===== src/rtl/pipe_stage_skid.sv =====
// Parametrised inter-stage pipeline register with a 2-entry skid buffer.
// in_ready/out_valid decode from the state register only, so no ready path crosses the stage.
module pipe_stage_skid #(
    parameter int               WIDTH       = 32,
    parameter logic [WIDTH-1:0] CLEAR_VALUE = {WIDTH{1'b0}}
) (
    input  logic             clk,
    input  logic             reset,
    input  logic             flush,
    input  logic             in_valid,
    output logic             in_ready,
    input  logic [WIDTH-1:0] in_data,
    output logic             out_valid,
    input  logic             out_ready,
    output logic [WIDTH-1:0] out_data,
    output logic [1:0]       occupancy
);

    localparam logic [1:0] EMPTY = 2'd0;
    localparam logic [1:0] ONE   = 2'd1;
    localparam logic [1:0] FULL  = 2'd2;

    logic [1:0]       state_p1;
    logic [WIDTH-1:0] main_p1;
    logic [WIDTH-1:0] skid_p1;

    logic             push;
    logic             pop;
    logic [1:0]       state_nxt;
    logic             load_main_in;
    logic             load_main_skid;
    logic             load_skid;

    assign out_valid = (state_p1 != EMPTY);
    assign in_ready  = (state_p1 != FULL);
    assign occupancy = state_p1;
    assign out_data  = main_p1;

    assign push = in_valid & in_ready;
    assign pop  = out_valid & out_ready;

    always_comb begin
        state_nxt      = state_p1;
        load_main_in   = 1'b0;
        load_main_skid = 1'b0;
        load_skid      = 1'b0;
        case (state_p1)
            EMPTY: begin
                if (push) begin
                    state_nxt    = ONE;
                    load_main_in = 1'b1;
                end
            end
            ONE: begin
                if (push && pop) begin
                    load_main_in = 1'b1;
                end else if (push) begin
                    state_nxt = FULL;
                    load_skid = 1'b1;
                end else if (pop) begin
                    state_nxt = EMPTY;
                end
            end
            FULL: begin
                // in_ready is low here, so only a pop can move the state
                if (pop) begin
                    state_nxt      = ONE;
                    load_main_skid = 1'b1;
                end
            end
            default: begin
                state_nxt = EMPTY;
            end
        endcase
    end

    // stage p1: state, head and skid registers
    always_ff @(posedge clk) begin
        if (reset || flush) begin
            state_p1 <= EMPTY;
            main_p1  <= CLEAR_VALUE;
            skid_p1  <= CLEAR_VALUE;
        end else begin
            state_p1 <= state_nxt;
            if (load_main_in) begin
                main_p1 <= in_data;
            end else if (load_main_skid) begin
                main_p1 <= skid_p1;
            end
            if (load_skid) begin
                skid_p1 <= in_data;
            end
        end
    end

endmodule


===== config.mk =====
export PLATFORM = sky130hd
export DESIGN_NAME = pipe_stage_skid
export DESIGN_NICKNAME = d
export VERILOG_FILES = /design/src/rtl/pipe_stage_skid.sv
export SDC_FILE = /design/constraint.sdc
export NUM_CORES = 1
export LEC_CHECK = 0
export BUFFER_PORTS_ARGS = -buffer_cell sky130_fd_sc_hd__buf_2
export CAP_MARGIN = 20
export CORE_MARGIN = 3
export CORE_UTILIZATION = 30
export CTS_CLUSTER_DIAMETER = 50
export DETAILED_ROUTE_END_ITERATION = 8
export PLACE_DENSITY = 0.58
export SYNTH_ARGS = -nofsm -noshare
export SYNTH_HDL_FRONTEND = slang
export SYNTH_SLANG_ARGS = --single-unit

===== constraint.sdc =====
create_clock -name clk -period 3.5 [get_ports clk]
set_input_delay 0 -clock clk [delete_from_list [all_inputs] [get_ports clk]]
set_output_delay 0 -clock clk [all_outputs]
set_load 0.005 [all_outputs]

==> results.tsv <==
stage	metric	value	unit
yosys	postSynthCellCount	270	
yosys	yosys_warnings	0	
yosys	ys.flop_type	dfxtp_1	
finish	final_area	3510	sq um
global_routing	grt_pass1_wl	10920	microns
placed_design	port_buffers	72	
sta	min_period	1873	ps
floorplan	start_util	31.23	%
clocking	cts_resized	0	
detailed_routing	wirelength	6861	microns
yosys	synth_xor_area_share	0	%
clocking	cts_buffer_depth	2	
sta	final_hold_viol_count	0	
finish	drive_gt1_share	27.64	%
clocking	numCtsBuffers	9	
critical_path	ff2ff_path_depth	4	
critical_path	max_stage_delay	490	ps
yosys	synth_top_family_by_area	compound AO/OA/AOI/OAI gates	
detailed_routing	ant_nets	0	
finish	area.sequential	1321	sq um
global_routing	grt_overflow_total	0	
yosys	synth_cell_types	26	
run	cap_violations	0	
critical_path	worst_r2r_startpoint	occupancy[0]	
global_routing	antenna_found_initial	0	
detailed_routing	highest_layer	met4	
critical_path	required	3780	ps
critical_path	cp.depth	4	
yosys	synth-simple-area-share	13.30	%
sta	setup_viol_count_final	0	
pwr	leakagePower	1.404	nW
finish	fill_cells	850	
pwr	ir_drop	0.2196	mV
critical_path	worst-path-buf-inv	1	
critical_path	ff2ff_setup_slack	1630	ps
detailed_routing	dr_total_vias	2321	
clocking	path_clk_slew	70	ps
placed_design	place_area	2992	sq um
critical_path	slowest_stage	or2_1	
placed_design	finalWeightedCongestion	0.7184	
detailed_routing	firstDrtPassIters	6	
run_status	status	complete, no violations	
floorplan	rows	33	
yosys	async_flop_share	0	%
clocking	cts-root-buf	clkbuf_8	
detailed_routing	viasPerCell	4.897	
finish	area_growth	34.73	%
yosys	syn_area	2605	sq um
yosys	synth-edff-count	0	
clocking	h-tree-depth	3	
sta	setup_tns	0	ps
finish	fin_nets	403	
floorplan	core_area	8341	sq um
critical_path	crit_arrival	2150	ps
clocking	clkSinkCount	66	
detailed_routing	dr_wl_met3	363	microns
critical_path	endpoint	out_data[11]	
yosys	seq_area_frac_synth	50.72	%
critical_path	start_kind	register	
critical_path	crit_family	simple AND/OR/NAND/NOR gates	
sta	worstMarginPinSlew	978.4	ps
global_routing	grt_use_total	13.95	%
detailed_routing	drc	0	
clocking	cts_tree	yes	
yosys	synth-adder-area-share	0	%
floorplan	dieArea	9838	sq um
detailed_routing	wl_per_cell	14.47	microns
clocking	clk_latency	340	ps
sta	fin_crit_sh	53.51	%
yosys	synth_compound_area_share	29.20	%
global_routing	grt_pass1_vias	2253	
critical_path	worstSetupStartpoint	occupancy[0]	
yosys	muxShareOfSynthArea	1.153	%
detailed_routing	met2_length	3081	microns
floorplan	dieHeight	99.19	microns
sta	report.final.slew_viol_count	0	
critical_path	critical_path_class	register to register	
placed_design	hpwl	4080	microns
sta	timing.fmax	534.0	MHz
sta	rsz0062_at_grt	false	
critical_path	cp-end-kind	register	
floorplan	fp.dieW	99.19	microns
clocking	cts_setup_buffers	0	
sta	clock_skew	4.938	ps
finish	n_antenna_cell	0	
clocking	cts_hold_buffers	34	
pwr	power_density	435.4	nW/um^2
detailed_routing	drt-met1-wl	3368	microns
yosys	ys_ff_latch	66	
sta	max_slew_margin	34.74	%
finish	multi_input_area	1149	sq um
global_routing	grt_max_degree	35	
critical_path	r2r-end	out_data[11]	
floorplan	io_pins	73	
yosys	synth.avg_cell_area	9.648	sq um
hold_path	min_path_type	primary input to register	
yosys	syn_nets	307	
detailed_routing	drtIter0Drc	79	
critical_path	critical_path.max_fanout	20	
critical_path	crit_chain	nor2b_4 -> or2_1 -> buf_4 -> o221a_2	
-- metal layers --
layer	vias to the layer above	GRT usage, %
li1	1154	-
met2	68	22.57
met4	0	3.782
met1	1094	17.69
met5	-	0
met3	5	4.909
-- logic make-up after synthesis --
family          count (synthesis)
flops                          66
simple gates                   77
compound gates                 99
buf+inv                        25
mux                             3
-- tightest hold or removal path, stage by stage --
cell	delay, ps
buf_2	150
nor2_1	50
nand2_1	60
a31oi_1	70
-- registers in the layout (all words and copies together) (netlist names) --
| signal | count |
|---|---|
| out_data | 32 |
| skid_p1 | 32 |
| occupancy | 2 |
-- report_power, final --
| part | leakage, nW | internal, mW | switching, mW |
|---|---|---|---|
| Sequential | 0.536 | 0.770 | 0.0113 |
| Combinational | 0.778 | 0.0827 | 0.0733 |
| Clock | 0.0903 | 0.306 | 0.284 |
-- metrics by stage --
step	std cells	setup WS, ps	power (mW)	hold slack [ps]	util (%)
after floorplan	270	2174	0.8706	72.76	-
after global placement	426	1687	0.9273	257.3	35.87
after detailed placement	426	1654	0.9281	260.7	35.87
after CTS	474	1611	1.546	44.14	42.08
after global routing	474	1447	1.591	70.78	42.08
final	474	1627	1.528	51.63	42.08
-- synthesized netlist by cell type, types with 3 or more instances --
cell type	number	area share [%]
mux2i_1	3	1.2
buf_6	5	2.2
o21a_1	29	8.4
buf_2	9	1.7
clkbuf_1	8	1.2
a21oi_1	35	6.7
o221a_2	3	1.3
o31ai_1	3	0.86
o221a_1	26	11
nand2_1	65	9.4
dfxtp_1	66	51
-- cell usage in the layout, fill, tap and decap left out, drive strengths merged, types with 3 or more instances in the layout --
| cell type | instances |
|---|---|
| a21oi | 35 |
| buf | 76 |
| clkbuf | 12 |
| dfxtp | 66 |
| dlygate4sd3 | 34 |
| mux2i | 3 |
| nand2 | 65 |
| o21a | 29 |
| o221a | 29 |
| o31ai | 3 |
| or2 | 3 |
-- worst min path at each step --
stage                           from      endpoint  slack, ps  cells past startpoint
final                       in_valid  occupancy[0]         50                      4
after global routing        in_valid  occupancy[0]         70                      4
after CTS                   in_valid  occupancy[0]         40                      4
after detailed placement  in_data[4]    skid_p1[4]        260                      3
after global placement    in_data[3]    skid_p1[3]        260                      3
after floorplan            out_ready  occupancy[1]         70                      1
-- cell type report --
| class | instances | share of cell area (%) |
|---|---|---|
| clock buffers | 12 | 4.706 |
| clock inverters | 2 | 0.3565 |
| multi-input cells | 179 | 32.73 |
| flip-flops and latches | 66 | 37.65 |
| well taps | 105 | 3.743 |
| repair buffers | 110 | 20.82 |
(Power assumes the default switching activity.)
